## config.mk

```make
export PLATFORM = sky130hd
export DESIGN_NAME = csr_tohost_reader
export DESIGN_NICKNAME = d
export VERILOG_FILES = /design/src/rtl/csr_tohost_reader.sv
export SDC_FILE = /design/constraint.sdc
export NUM_CORES = 1
export LEC_CHECK = 0
export ABC_AREA = 1
export BUFFER_PORTS_ARGS = -buffer_cell sky130_fd_sc_hd__buf_2
export CELL_PAD_IN_SITES_DETAIL_PLACEMENT = 1
export CELL_PAD_IN_SITES_GLOBAL_PLACEMENT = 1
export CORE_MARGIN = 3
export CORE_UTILIZATION = 45
export DETAILED_ROUTE_END_ITERATION = 10
export PLACE_DENSITY_LB_ADDON = 0.1
export SLEW_MARGIN = 0
export SYNTH_ARGS = -nofsm -noshare
export SYNTH_HDL_FRONTEND = slang
export SYNTH_SLANG_ARGS = --single-unit
```

## constraint.sdc

```tcl
create_clock -name clk -period 5.7 [get_ports clk]
set_input_delay 0.855 -clock clk [delete_from_list [all_inputs] [get_ports clk]]
set_output_delay 0.855 -clock clk [all_outputs]
set_load 0.02 [all_outputs]
```

## src/rtl/csr_tohost_reader.sv

```systemverilog
`default_nettype none
// ============================================================================
// Module      : csr_tohost_reader
// Description : Snoops EX-stage CSR writes to tohost, buffers them in a FIFO,
//               streams them out and decodes the termination word.
// Revision    : 1.0 - initial release
// ============================================================================
module csr_tohost_reader #(
    parameter int          DWIDTH      = 32,
    parameter int          DEPTH       = 4,
    parameter logic [11:0] TOHOST_ADDR = 12'h51E
) (
    input  logic                     clk,
    input  logic                     rst_n,
    input  logic                     clear,
    input  logic                     csr_we,
    input  logic [11:0]              csr_addr,
    input  logic [DWIDTH-1:0]        csr_wdata,
    output logic                     out_valid,
    output logic [DWIDTH-1:0]        out_data,
    input  logic                     out_ready,
    output logic [$clog2(DEPTH):0]   count,
    output logic                     overflow,
    output logic                     done,
    output logic                     pass,
    output logic [DWIDTH-2:0]        fail_code
);

    localparam int          AW          = $clog2(DEPTH);
    localparam logic [AW:0] c_DEPTH_CNT = (AW+1)'(DEPTH);

    typedef enum logic [0:0] {
        ST_RUN  = 1'b0,
        ST_DONE = 1'b1
    } state_t;

    state_t              r_state;
    state_t              w_state_nxt;
    logic                w_term;

    logic [DWIDTH-1:0]   r_mem [DEPTH];
    logic [AW-1:0]       r_rptr;
    logic [AW-1:0]       r_wptr;
    logic [AW:0]         r_count;
    logic                r_overflow;
    logic                r_done;
    logic                r_pass;
    logic [DWIDTH-2:0]   r_fail_code;

    logic                w_capture;
    logic                w_full;
    logic                w_pop;
    logic                w_push;

    assign w_capture = csr_we && (csr_addr == TOHOST_ADDR) && (r_state == ST_RUN);
    assign w_full    = (r_count == c_DEPTH_CNT);
    assign w_pop     = out_valid && out_ready;
    // A full FIFO still accepts a capture when the head leaves in the same cycle
    assign w_push    = w_capture && (!w_full || w_pop);

    assign out_valid = (r_count != '0);
    assign out_data  = r_mem[r_rptr];
    assign count     = r_count;
    assign overflow  = r_overflow;
    assign done      = r_done;
    assign pass      = r_pass;
    assign fail_code = r_fail_code;

    always_comb begin
        w_state_nxt = r_state;
        w_term      = 1'b0;
        case (r_state)
            ST_RUN: begin
                if (w_capture && csr_wdata[0]) begin
                    w_state_nxt = ST_DONE;
                    w_term      = 1'b1;
                end
            end
            ST_DONE: w_state_nxt = ST_DONE;
            default: w_state_nxt = ST_RUN;
        endcase
    end

    always_ff @(posedge clk or negedge rst_n) begin
        if (!rst_n) begin
            r_state <= ST_RUN;
        end else if (clear) begin
            r_state <= ST_RUN;
        end else begin
            r_state <= w_state_nxt;
        end
    end

    always_ff @(posedge clk or negedge rst_n) begin
        if (!rst_n) begin
            r_rptr      <= '0;
            r_wptr      <= '0;
            r_count     <= '0;
            r_overflow  <= 1'b0;
            r_done      <= 1'b0;
            r_pass      <= 1'b0;
            r_fail_code <= '0;
        end else if (clear) begin
            r_rptr      <= '0;
            r_wptr      <= '0;
            r_count     <= '0;
            r_overflow  <= 1'b0;
            r_done      <= 1'b0;
            r_pass      <= 1'b0;
            r_fail_code <= '0;
        end else begin
            if (w_push) begin
                r_wptr <= r_wptr + AW'(1);
            end
            if (w_pop) begin
                r_rptr <= r_rptr + AW'(1);
            end
            case ({w_push, w_pop})
                2'b10:   r_count <= r_count + (AW+1)'(1);
                2'b01:   r_count <= r_count - (AW+1)'(1);
                default: r_count <= r_count;
            endcase
            if (w_capture && w_full && !w_pop) begin
                r_overflow <= 1'b1;
            end
            if (w_term) begin
                r_done      <= 1'b1;
                r_pass      <= (csr_wdata == DWIDTH'(1));
                r_fail_code <= csr_wdata[DWIDTH-1:1];
            end
        end
    end

    // Storage needs no reset: a slot is only observed after it has been written
    always_ff @(posedge clk) begin
        if (w_push) begin
            r_mem[r_wptr] <= csr_wdata;
        end
    end

endmodule
`default_nettype wire

```

Word-level counts from Yosys, hierarchy flattened
Memories as Yosys holds them, arrays and structs flattened.
Cells that the tools add are included.

storage, ports and cells
  flip-flop bits (word level) = 42
  bits in latches = 0
  bits in writable memories = 128
  bits in read-only memories = 0
  bits of input ports = 49
  output and inout bits = 70
  logic and storage cells = 55
  memories kept = 1

cells by class
  add/sub/neg operators = 4
  $mul = 0
  div/mod/pow operators = 0
  order comparisons = 0
  eq/ne operators = 5
  shift operators = 0
  muxes and demuxes = 20
  bitwise logic cells = 1
  reduce and logical (&&, ||, !) cells = 16

memory list
  name   words  bits a word  rd ports  clocked after Yosys merged registers in  write ports  RTL line  RTL
  r_mem  4      32           1         0                                        1            41        logic [DWIDTH-1:0] r_mem [DEPTH];

operator list
  kind                    number
  $mux W31                2
  $eq A32 B1 Y1 const B   1
  $eq A12 B11 Y1 const B  1
  $mux W1                 11
  $mux W2                 4
  $reduce_bool A2 Y1      4
  $logic_and A1 B1 Y1     7
  $pmux W3 S2             1
  $reduce_bool A3 Y1      2
  $add A2 B1 Y2 const B   2
  $add A3 B1 Y3 const B   1
  $eq A3 B3 Y1 const B    1
  $mux W3                 1
  $sub A3 B1 Y3 const B   1
  $eq A2 B1 Y1 const B    1
  $eq A2 B2 Y1 const B    1
  $logic_not A1 Y1        2
  $pmux W1 S2             1
  $logic_or A1 B1 Y1      1
  $not A1 Y1              1

Longest topological paths before layout
  depth in word-level cells = 8
  mapped depth = 13
  depth with buffers taken out = 13

Least setup slack after synthesis
No wires, ideal clock.

  kind = input -> register
  start point = in csr_addr[7]
  end point = mem r_mem[0][0] (enable)
  setup time = 0.421 ns
  data arrival time = 2.725 ns
  data required time = 5.279 ns
  setup slack = 2.554 ns
  stages = 5
  buffers on the path = 0
  path through = nor2_1 nand3_1 nor2_4 nand3_2 nor2_1

on the way
  cells in the longest elaborated chain, start to end = 6

ends and longest elaborated chain
  what                              RTL line  RTL
  start, declared                   17        input logic [11:0] csr_addr,
  $eq A12 B11 Y1                    55        assign w_capture = csr_we && (csr_addr == TOHOST_ADDR) && (r_state == ST_RUN);
  $logic_and A1 B1 Y1 (2 in a row)  55
  $logic_and A1 B1 Y1               59        assign w_push = w_capture && (!w_full || w_pop);
  $mux W1                           136       if (w_push) begin
  $mux W1 (not written as such)     137       r_mem[r_wptr] <= csr_wdata;
  end, declared                     41

Every way passes these cells.

Final worst setup path
  start point = reg r_rptr[1]
  end point = out out_data[19]

on the way
  cells in the longest elaborated chain, start to end = 1

ends and longest elaborated chain
  what                    RTL line  RTL
  start, declared         42        logic [AW-1:0] r_rptr;
  start signal, assigned  116       r_rptr <= r_rptr + AW'(1);
  $mem_v2 Z4 W32          --
  end, declared           20        output logic [DWIDTH-1:0] out_data,

Every way passes these cells.

==> flow_metrics.env <==
export IMPL_status="finished, final reports clean"
export IMPL_skew_ns=0.009253
export IMPL_cts_tree="built"
export IMPL_fmax_mhz=291.8
export IMPL_combPwrFrac_pct=18.2
export IMPL_power_internal_mw=2.244
export IMPL_placed_area_um2=7606
export IMPL_die_w_um=129.7
export IMPL_cts_root_buffer="clkbuf_16"
export IMPL_fin_cells=870
export IMPL_synth_seq_cells=170
export IMPL_worst_setup_path_end_kind="output pin"
export IMPL_initial_core_util_pct=46.70
export IMPL_totalWireLength_um=17470
export IMPL_p_seq_share_pct=43.0
export IMPL_num_vias=4743
export IMPL_wl_met2_um=8910
export IMPL_drc=0
export IMPL_die_area_um2=16830
export IMPL_synth_top_cell_by_area="edfxtp_1"
export IMPL_required_ns=4.85
export IMPL_ctsResizeCount=0
export IMPL_syn_inst=565
export IMPL_drtPass1Iterations=4
export IMPL_core_um2=14750
export IMPL_maxSlewViolCount=0
export IMPL_fin_tns_setup_ns=0
export IMPL_rsz0062_at_grt="false"
export IMPL_startpoint="r_rptr[1]"
export IMPL_cts_made_buffers=17
export IMPL_worst_setup_path_type="register to output pin"
export IMPL_cts_reportedPaths_clkPinSlew_ns=0.06
export IMPL_ioPinCount=119
export IMPL_wl_met3_um=692
export IMPL_antenna_found_initial=0
export IMPL_top_layer_used="met4"
export IMPL_viasPerCell=5.452
export IMPL_postCtsHoldBufs=0
export IMPL_hold_viol=0
export IMPL_p_sw_mw=0.9113
export IMPL_syn_area_um2=6890
export IMPL_layout_drive_gt1_share_pct=27.84
export IMPL_path_max_fanout=34
export IMPL_placedCellCount=839
export IMPL_io_buffers=118
export IMPL_max_slew_margin_pct=23.82
export IMPL_fillers=1536
export IMPL_start_kind="register"
export IMPL_area_delta_synth_final_pct=19.41
export IMPL_maxCapViolCount=0
export IMPL_yosysWarnings=0
export IMPL_worstMarginPinSlew_ns=1.141
export IMPL_cp_data_arrival_time_ns=2.57
export IMPL_min_path_type="register to register"
export IMPL_fin_util_pct=55.77
export IMPL_hp_start="fail_code[20]"
export IMPL_track_usage_pct=21.87
export IMPL_syn_nets=619
export IMPL_hpwl_um=10660
export IMPL_synth_cell_types=30
export IMPL_grt_pass1_wl_um=27830
export IMPL_swShare_pct=28.88
export IMPL_htreeDepth=4
export IMPL_p_leak_nw=3.358
export IMPL_routedWlPerCell_um=20.08
export IMPL_die_h_um=129.7
export IMPL_clock_sinks=170
export IMPL_grt_max_degree=68
export IMPL_routabilityCongestion=0.7258
export IMPL_fin_nets=728
export IMPL_grt_pass1_vias=5118
export IMPL_post_route_min_period_ns=3.427
export IMPL_met1_length_um=7736
export IMPL_synth_area_per_cell_um2=12.20
export IMPL_ys_top_cells_by_area="edfxtp_1, dfrtp_1, nor2_1"
export IMPL_cellPowerDensity_nw_per_um2=383.5
export IMPL_synth_seq_area_share_pct=71.04
export IMPL_clk_latency_ns=0.43
export IMPL_antenna_cells=0
export IMPL_crit_reg2reg_launch="r_state"
export IMPL_p_total_mw=3.155
export IMPL_grt_overflow=0
export IMPL_yosysTopAreaCellShare_pct=55.78
export IMPL_post_cts_buffers=0
export IMPL_rows=44
export IMPL_drtAntennaViolNets=0
export IMPL_setup_viol=0
export IMPL_finish_instance_area_um2=8228
export IMPL_min_period_over_period_pct=60.12
export IMPL_clock_path_buffers=2
export IMPL_drt_iter0_drc=292
export IMPL_peakVddDrop_mv=0.2288
export IMPL_clockPowerShare_pct=38.8
==> power groups by stage <==
stage,clock (mW),sequential (mW),combinational (mW)
floorplan,0,1.39,0.363
global placement,0,1.38,0.566
detailed placement,0,1.38,0.582
CTS,1.24,1.36,0.586
global route,1.29,1.36,0.641
finish,1.22,1.36,0.576
==> flip-flops by register name, indices dropped and copies added, names as in the netlist <==
signal,cells
r_wptr,2
fail_code,31
r_rptr,2
r_state,1
done,1
r_mem,128
overflow,1
count,3
pass,1
==> worst max-delay path, stage by stage (launching register included) <==
cell,delay [ns]
dfrtp_1,0.36
buf_4,0.25
inv_1,0.81
o21ai_0,0.22
o22ai_1,0.27
buf_2,0.22
==> kinds of logic after synthesis <==
family / count (synthesis) / synth area share [%]
DFF: 170 / 71.04
xor gates and xnor gates: 1 / 0.1271
AOI/OAI and AO/OA: 128 / 11.09
buffers and inverters: 76 / 4.758
and+or+nand+nor: 185 / 11.97
adders and majority gates: 5 / 1.017
==> path summary, 6_finish.rpt <==
| kind | endpoint | slack [ns] | cells past startpoint |
|---|---|---|---|
| max | out_data[19] | 2.27 | 5 |
| min | fail_code[20] | 0.51 | 2 |
| max reg2reg | r_mem[2][20] | 3.34 | 5 |
| min reg2reg | fail_code[20] | 0.51 | 2 |
| max in group asynchronous | r_rptr[0] | 4.71 | 2 |
| min in group asynchronous | fail_code[5] | 0.52 | 2 |
==> metal layers <==
layer	global-route usage [%]	vias up
li1	-	2218
met1	28.82	2409
met2	37.12	107
met3	4.789	9
met4	5.685	0
met5	0	-
==> final cells by class <==
cell class	instances	area (um2)	share of cell area, %
clock buffer	18	429.2	5.216
clock inverter	13	192.7	2.342
inverter	45	168.9	2.053
multi-input combinational	319	1698	20.64
sequential	170	4896	59.50
tap	184	230.2	2.798
timing repair buffer	121	613.1	7.451
==> synth_stat cells <==
cell type	n
buf_4	1
a21oi_2	1
nand2_1	40
edfxtp_1	128
o21a_1	2
o21ai_1	10
clkbuf_1	12
fa_1	1
nor2_2	1
buf_6	3
buf_1	2
nor2_1	84
o21ai_0	58
inv_2	5
nand2_2	2
xor2_1	1
dfrtp_1	42
nand4_1	4
o22ai_1	32
nand3_4	1
ha_1	4
nor2_4	2
inv_1	40
nand3_1	43
nor3_1	1
nand3_2	3
a21oi_1	5
buf_2	13
o21ai_2	20
nor4_1	4
==> stage by stage <==
step	setup slack, ns	hold slack (ns)
after CTS	2.242	0.5137
final	2.273	0.5077
after floorplan	2.554	0.5153
after global placement	2.755	0.4776
after detailed placement	2.691	0.4872
after global routing	2.053	0.5290
==> layout by cell type, fill, tap and decap left out, drive strengths merged <==
cell	count
a21oi	6
buf	121
bufinv	4
clkbuf	18
clkinv	5
clkinvlp	1
dfrtp	42
edfxtp	128
fa	1
ha	4
inv	48
nand2	42
nand3	47
nand4	4
nor2	87
nor3	1
nor4	4
o21a	2
o21ai	88
o22ai	32
xor2	1
No activity file was read; power rests on OpenSTA's default activity.
